File: src/rtl/bp_me_burst_to_stream_gearbox.sv
// Burst-to-stream gearbox. It accepts one BedRock burst header and the burst data words
// that follow it. It then emits the message as a stream of out_data_width_p beats, and each
// beat carries a header whose address points at that beat's stream word.
//
// Header layout: {payload, addr[paddr_width_p], size[2:0], msg_type[3:0]}, LSB first.
// The size field encodes the byte count as (1 << size).
//
// Build option: define BP_ME_B2S_WRAP_EN to wrap the stream-word index of each beat address
// within the cache block. When it is undefined, the beat addresses increment linearly and
// carry into the upper bits.
module bp_me_burst_to_stream_gearbox #(
    parameter int unsigned bp_params_p      = 0,
    parameter int unsigned in_data_width_p  = 128,
    parameter int unsigned out_data_width_p = in_data_width_p,
    parameter int unsigned block_width_p    = 512,
    parameter int unsigned payload_width_p  = 16,
    parameter logic [15:0] payload_mask_p   = '0,
    localparam int unsigned paddr_width_p   = (bp_params_p == 0) ? 40 : 56,
    localparam int unsigned hdr_width_lp    = payload_width_p + paddr_width_p + 7
) (
    input  logic                        clk_i,
    input  logic                        reset_i,

    input  logic [hdr_width_lp-1:0]     in_msg_header_i,
    input  logic                        in_msg_header_v_i,
    output logic                        in_msg_header_ready_and_o,

    input  logic [in_data_width_p-1:0]  in_msg_data_i,
    input  logic                        in_msg_data_v_i,
    output logic                        in_msg_data_ready_and_o,

    output logic [hdr_width_lp-1:0]     out_msg_header_o,
    output logic [out_data_width_p-1:0] out_msg_data_o,
    output logic                        out_msg_v_o,
    input  logic                        out_msg_ready_and_i,
    output logic                        out_msg_last_o
);

    localparam int unsigned ratio_lp    = in_data_width_p / out_data_width_p;
    localparam int unsigned off_w_lp    = $clog2(out_data_width_p / 8);
    localparam int unsigned cnt_w_lp    = 8;
    localparam int unsigned slc_w_lp    = $clog2(ratio_lp + 1);
    localparam int unsigned size_lsb_lp = 4;
    localparam int unsigned addr_lsb_lp = 7;
`ifdef BP_ME_B2S_WRAP_EN
    localparam int unsigned words_lp    = block_width_p / out_data_width_p;
    localparam int unsigned idx_w_lp    = (words_lp > 1) ? $clog2(words_lp) : 1;
`endif

    typedef enum logic {StIdle, StStream} state_e;

    state_e                      r_state, w_state_next;
    logic [hdr_width_lp-1:0]     r_hdr;
    logic                        r_has_data;
    logic [cnt_w_lp-1:0]         r_n;
    logic [cnt_w_lp-1:0]         r_k;
    logic [in_data_width_p-1:0]  r_buf;
    logic [slc_w_lp-1:0]         r_buf_cnt;

    logic [3:0]                  w_in_type;
    logic [2:0]                  w_in_size;
    logic                        w_in_has_data;
    logic [7:0]                  w_in_bytes;
    logic [cnt_w_lp-1:0]         w_in_n;
    logic                        w_hdr_hs;
    logic                        w_data_hs;
    logic                        w_out_hs;
    logic                        w_last;
    logic [paddr_width_p-1:0]    w_addr;
    logic [paddr_width_p-1:0]    w_addr_k;

    // Decode the beat count of the incoming header; a message without data is one beat.
    always_comb begin
        w_in_type     = in_msg_header_i[3:0];
        w_in_size     = in_msg_header_i[size_lsb_lp +: 3];
        w_in_has_data = payload_mask_p[w_in_type];
        w_in_bytes    = 8'd1 << w_in_size;
        w_in_n        = w_in_bytes >> off_w_lp;
        if (!w_in_has_data || (w_in_n == '0)) begin
            w_in_n = cnt_w_lp'(1);
        end
    end

    // Next state and handshake outputs; reset forces every valid/ready low.
    always_comb begin
        w_state_next              = r_state;
        in_msg_header_ready_and_o = 1'b0;
        in_msg_data_ready_and_o   = 1'b0;
        out_msg_v_o               = 1'b0;
        out_msg_last_o            = 1'b0;
        w_last                    = (r_k == (r_n - cnt_w_lp'(1)));
        unique case (r_state)
            StIdle: begin
                in_msg_header_ready_and_o = ~reset_i;
                if (in_msg_header_v_i && !reset_i) begin
                    w_state_next = StStream;
                end
            end
            StStream: begin
                out_msg_v_o    = ~reset_i & (~r_has_data | (r_buf_cnt != '0));
                out_msg_last_o = out_msg_v_o & w_last;
                // Refill when empty, or when the last held slice leaves and more beats follow.
                in_msg_data_ready_and_o = ~reset_i & r_has_data
                    & ((r_buf_cnt == '0)
                       | (out_msg_v_o & out_msg_ready_and_i
                          & (r_buf_cnt == slc_w_lp'(1)) & ~w_last));
                if (out_msg_v_o && out_msg_ready_and_i && w_last) begin
                    w_state_next = StIdle;
                end
            end
            default: w_state_next = StIdle;
        endcase
    end

    assign w_hdr_hs  = in_msg_header_v_i & in_msg_header_ready_and_o;
    assign w_data_hs = in_msg_data_v_i & in_msg_data_ready_and_o;
    assign w_out_hs  = out_msg_v_o & out_msg_ready_and_i;

    // Per-beat header address and data slice.
    always_comb begin
        w_addr = r_hdr[addr_lsb_lp +: paddr_width_p];
`ifdef BP_ME_B2S_WRAP_EN
        w_addr_k = w_addr;
        w_addr_k[off_w_lp +: idx_w_lp] = w_addr[off_w_lp +: idx_w_lp] + r_k[idx_w_lp-1:0];
`else
        w_addr_k = w_addr + (paddr_width_p'(r_k) << off_w_lp);
`endif
        out_msg_header_o = r_hdr;
        out_msg_header_o[addr_lsb_lp +: paddr_width_p] = w_addr_k;
        out_msg_data_o = r_has_data ? r_buf[out_data_width_p-1:0] : '0;
    end

    // State register.
    always_ff @(posedge clk_i) begin
        if (reset_i) begin
            r_state <= StIdle;
        end else begin
            r_state <= w_state_next;
        end
    end

    // Capture the header on acceptance and count beats as they leave.
    always_ff @(posedge clk_i) begin
        if (reset_i) begin
            r_k <= '0;
        end else if (w_hdr_hs) begin
            r_hdr      <= in_msg_header_i;
            r_has_data <= w_in_has_data;
            r_n        <= w_in_n;
            r_k        <= '0;
        end else if (w_out_hs) begin
            r_k <= w_last ? '0 : r_k + cnt_w_lp'(1);
        end
    end

    // Burst word buffer: slice 0 is always the current beat, the rest shift down behind it.
    always_ff @(posedge clk_i) begin
        if (reset_i) begin
            r_buf_cnt <= '0;
        end else if (w_data_hs) begin
            r_buf     <= in_msg_data_i;
            r_buf_cnt <= slc_w_lp'(ratio_lp);
        end else if (w_out_hs && r_has_data) begin
            if (w_last) begin
                r_buf_cnt <= '0;
            end else begin
                r_buf     <= r_buf >> out_data_width_p;
                r_buf_cnt <= r_buf_cnt - slc_w_lp'(1);
            end
        end
    end

endmodule

File: config.mk
export PLATFORM = sky130hd
export DESIGN_NAME = bp_me_burst_to_stream_gearbox
export DESIGN_NICKNAME = d
export VERILOG_FILES = /design/src/rtl/bp_me_burst_to_stream_gearbox.sv
export SDC_FILE = /design/constraint.sdc
export NUM_CORES = 1
export LEC_CHECK = 0
export ABC_AREA = 1
export BUFFER_PORTS_ARGS = -buffer_cell sky130_fd_sc_hd__buf_4
export CORE_AREA = 2 2 152 154
export CTS_CLUSTER_DIAMETER = 150
export DETAILED_ROUTE_END_ITERATION = 12
export DIE_AREA = 0 0 154 156
export GPL_ROUTABILITY_DRIVEN = 0
export GPL_TIMING_DRIVEN = 0
export PLACE_DENSITY = 0.51
export SYNTH_ARGS = -nofsm -noshare
export SYNTH_HDL_FRONTEND = slang
export SYNTH_SLANG_ARGS = --single-unit
File: constraint.sdc
create_clock -name clk_i -period 6.8 [get_ports clk_i]
set_input_delay 0.68 -clock clk_i [delete_from_list [all_inputs] [get_ports clk_i]]
set_output_delay 0.68 -clock clk_i [all_outputs]
set_load 0.05 [all_outputs]
**Yosys cells after proc, flatten, opt, wreduce, memory -nomap -nowiden**

Memory sizes are Yosys's and may differ from the RTL's.
Cells that the tools add are included.

- Reductions and logical operators: 12
- Eq/ne operators: 2
- Magnitude comparators: 1
- Multiplexer cells: 16
- Shift-type cells: 1
- $add $sub $neg: 4
- Bitwise gates (word level): 17

Operator list:

| cell | number |
|---|---|
| two-way mux 128 bit | 4 |
| adder 40 x 12 -> 40 bit | 1 |
| bitwise AND 1 bit | 10 |
| two-way mux 1 bit | 10 |
| adder 8 x 1 -> 8 bit (second input constant) | 1 |
| == test 8 bit | 1 |
| zero test 8 bit | 1 |
| two-way mux 8 bit | 1 |
| << shifter 1 x 3 -> 8 bit (first input constant) | 1 |
| subtractor 8 x 1 -> 8 bit (second input constant) | 1 |
| < comparator 4 x 5 -> 1 bit (second input constant) | 1 |
| inverter 1 bit | 5 |
| logical AND 1 bit | 4 |
| AND reduction 3 bit | 1 |
| zero test 1 bit | 2 |
| != test 2 bit (second input constant) | 1 |
| bitwise OR 1 bit | 2 |
| one-hot mux 1 bit (2 select lines) | 1 |
| AND reduction 2 bit | 1 |
| nonzero test 2 bit | 1 |
| OR reduction 2 bit | 1 |
| logical OR 1 bit | 1 |
| subtractor 1 bit (second input constant) | 1 |

- Output and inout port bits: 195
- Logic and storage cells: 62
- Memories kept: 1
- Bits of input ports: 196
- ROM bits: 16
- Register bits after elaboration: 210

Memories:

| memory | words | width | read ports | clocked after memory_dff | wr ports | RTL line | text |
|---|---|---|---|---|---|---|---|
| (name not given) | 16 | 1 | 1 | 0 | 0 | 76 | `w_in_has_data = payload_mask_p[w_in_type];` |

**Depth between registers and ports, before layout**

- Word-level depth: 12
- Depth in mapped cells: 11
- Gate-level depth less buffers: 11

**Least setup slack after synthesis**

OpenSTA, ideal clock, no wires.

- Path type: input to register
- From: input port reset_i
- To: register r_hdr[0] (enable)
- Setup slack: 3.584 ns
- Setup time: 0.418 ns
- Required time: 6.382 ns
- Data arrival time: 2.798 ns
- Cell stages on the path: 3
- Path buffers: 0
- Cells stage by stage: nor2_1 nand2_1 inv_1

- Longest elaborated chain between the ends: 4

RTL lines:

| element | RTL line | text |
|---|---|---|
| from (decl) | 22 | `input logic reset_i,` |
| inverter 1 bit (no line) * | -- |  |
| two-way mux 1 bit | 92 | `unique case (r_state)` |
| bitwise AND 1 bit | 115 | `assign w_hdr_hs = in_msg_header_v_i & in_msg_header_ready_and_o;` |
| AND reduction 2 bit (no line) * | -- |  |
| to (signal assigned) | 147 | `r_hdr <= in_msg_header_i;` |
| to (decl) | 53 | `logic [hdr_width_lp-1:0] r_hdr;` |

Mark *: on every way between the ends. The rest lies on a longest branch, timed or not.
A chain may end at the register's enable or synchronous reset.

**Worst setup path in the final report**

- From: register r_k[0]
- To: output port out_msg_header_o[27]

- Longest elaborated chain between the ends: 1

RTL lines:

| element | RTL line | text |
|---|---|---|
| from (decl) | 56 | `logic [cnt_w_lp-1:0] r_k;` |
| from (signal assigned) | 152 | `r_k <= w_last ? '0 : r_k + cnt_w_lp'(1);` |
| adder 40 x 12 -> 40 bit | 126 | `w_addr_k = w_addr + (paddr_width_p'(r_k) << off_w_lp);` |
| to (decl) | 32 | `output logic [hdr_width_lp-1:0] out_msg_header_o,` |

No other way between the ends.

==> impl_metrics.toml <==
[synth]
async_flop_share = 0
avgSynthCellArea_um2 = 8.43
yosysUniqueCellTypes = 30
netlist_instances = 601
synthTopCellsByArea = "edfxtp_1, buf_4, nand2_1"
synth_top_cell_by_area = "edfxtp_1"
synth-seq-cells = 72
synth-main-ff-cell = "edfxtp_1"
synth_edf_count = 63
ys_seq_area_frac = 0.409
yosys_warnings = 0
syn_area_um2 = 5070
synth.top_cell.area_share = 0.373

[routing]
ant_nets = 0
wl_per_cell_um = 10.5
totalWireLength_mm = 12.3
vias = 4139
drc = 0
viasPerCell = 3.56
drtIter0Drc = 109
dr.pass1.iters = 5

[final_layout]
diodes = 0
fin_util = 0.321
fin_cells = 1163
num-nets-final = 1080
drive_above_1_share = 0.377
syn2layout_area_growth_pct = 41.7

[place]
place_ws_ns = 3.81
dpl.hpwl_mm = 10.2
place_inst = 1147
port_buffers = 132

[cts]
hold_buffers = 0
max-clock-path-buffers = 2
ctsResizeCount = 0
path_clk_slew_ns = 0.06
cts_setup_buffers = 0
cts-root-buf = "clkbuf_16"
h-tree-depth = 3
clock_latency_ns = 0.33
cts_tree = "yes"
cts.sinks = 72
cts_buffers = 9

[critical_path]
crit_arrival_ns = 2.64
reg2reg_slack_ns = 5.12
worstSetupEndpointType = "output port"
crit_chain = "ha_1 > inv_1 > fa_1 > inv_1 > nand3_1 > nand3_1 > nand2_1 > nand2_2 > nand2_1 > xor2_1 > buf_4"
worstSetupPathType = "reg2out"
crit_fanout = 5
slowest_stage = "dfxtp_1"
critPathLaunchType = "flip-flop"
required_ns = 6.12
cp_slowest_stage_delay_ns = 0.42

[sta]
slew_headroom = 0.598
tns_ns = 0
post-route-period-util = 0.488
rsz0062_at_grt = "no"
skew_ns = 0.00670
setup_slack_ns = 3.48
maxSlewViolCount = 0
fin_crit_ns = 3.32
hold_violations = 0
setup_viol = 0
fmax_mhz = 301
tightestPinTransition_ns = 0.601

[global_route]
grt_usage = 0.0964
grtUsageMet3 = 0.0467
grt_max_degree = 39
grt-busiest-layer = "met2"
grt_pass1_vias = 3697
grt_pass1_wl_mm = 18.2
antenna_found_initial = 0
grt_overflow = 0
use_met2 = 0.165
grtUsageMet1 = 0.103

[hold_path]
min_path_type = "reg2reg"

[floorplan]
core_um2 = 22400
fp.dieW_um = 154
io_pins = 391
design.die.area_um2 = 24000
die_h_um = 156
rows = 55
start_util = 0.227

[outcome]
status = "completed"

[pwr]
power.density_nw_per_um2 = 187
max-vdd-ir-drop_uv = 114
p_leak_nw = 3.70

[flow_run]
cap_viol_max_count = 0
[routing by layer]
metal | wire, µm | vias up
met1 | 4790 | 1742
li1 | - | 2186
met2 | 5670 | 199
met5 | 0 | -
met3 | 1550 | 12
met4 | 248 | 0
[kinds of logic (layout without fill, tap and decap cells)]
logic type                 Yosys count  after routing  share of synthesized area
AOI/OAI and AO/OA                   13             13                     0.0141
xor gates and xnor gates            14             14                     0.0242
adders and majority gates           11             11                     0.0286
buffers and inverters              219            368                      0.278
DFF                                 72             72                      0.409
other                                1            129                   0.000740
and+or+nand+nor                    271            271                      0.246
[placed cells by master, fill, tap and decap left out, types with 3 or more instances in the layout]
master,netlist,layout
nor2_4,3,3
buf_4,156,288
xor2_1,11,11
nand3_1,37,37
clkbuf_16,0,9
nand2_1,141,141
inv_1,62,61
dfxtp_1,9,9
nor3_1,11,11
nand3b_1,7,7
xnor2_1,3,3
nand2_2,10,10
a21oi_1,9,9
edfxtp_1,63,63
nand3_2,4,4
nand4_1,12,12
nor2_2,6,6
ha_1,10,10
nor2_1,33,33
conb_1,1,129
[state kept, by name, summed over array words and instances, names as in the netlist]
signal and count:
r_hdr 63, r_k 8, r_state 1
[worst max-delay path, delay by kind of cell (launching register included)]
family | cells | cell delay, ns
fa+ha+maj | 2 | 0.70
xor+xnor | 1 | 0.20
buf+inv | 3 | 0.45
flops | 1 | 0.42
simple gates | 5 | 0.54
[report_power, final]
| group | internal (W) | switching [W] | total, W |
|---|---|---|---|
| registers | 0.000503 | 0.0000116 | 0.000515 |
| logic | 0.000117 | 0.000277 | 0.000394 |
| clock network | 0.000246 | 0.000187 | 0.000433 |
[stage by stage]
stage	area (µm²)	hold WS [ns]	power [W]
2_1_floorplan	5550	0.456	0.000842
3_3_place_gp	6900	0.476	0.000916
3_5_place_dp	6920	0.482	0.000916
4_1_cts	7180	0.493	0.00136
5_1_grt	7180	0.504	0.00139
6_report	7180	0.496	0.00134
[synth_stat cells, drive strengths merged, types with 3 or more instances]
cell and instances:
ha 10, dfxtp 9, nor3 12, inv 63
nor2 42, xor2 11, or2 3, nand2 151
xnor2 3, nand3 41, buf 156, nand4 12
edfxtp 63, a21oi 10, nand3b 7
[worst paths after layout]
| path | from | endpoint | cells after the start |
|---|---|---|---|
| min | r_k[5]$_SDFFE_PP0P_ | r_k[5]$_SDFFE_PP0P_ | 2 |
| max reg2reg | r_state$_SDFF_PP0_ | r_hdr[46]$_DFFE_PP_ | 4 |
| max | r_k[0]$_SDFFE_PP0P_ | out_msg_header_o[27] | 11 |
| min reg2reg | r_k[5]$_SDFFE_PP0P_ | r_k[5]$_SDFFE_PP0P_ | 2 |
[final cells by class]
class	count	area, µm²
fillers	2382	15200
plain buffers	156	1170
inverters	63	236
multi-input cells	438	2070
clock inverters	5	33.8
flip-flops and latches	72	2070
repair buffers	133	1010
clock buffers	11	233
well taps	285	357
No activity file was read; power rests on OpenSTA's default activity.
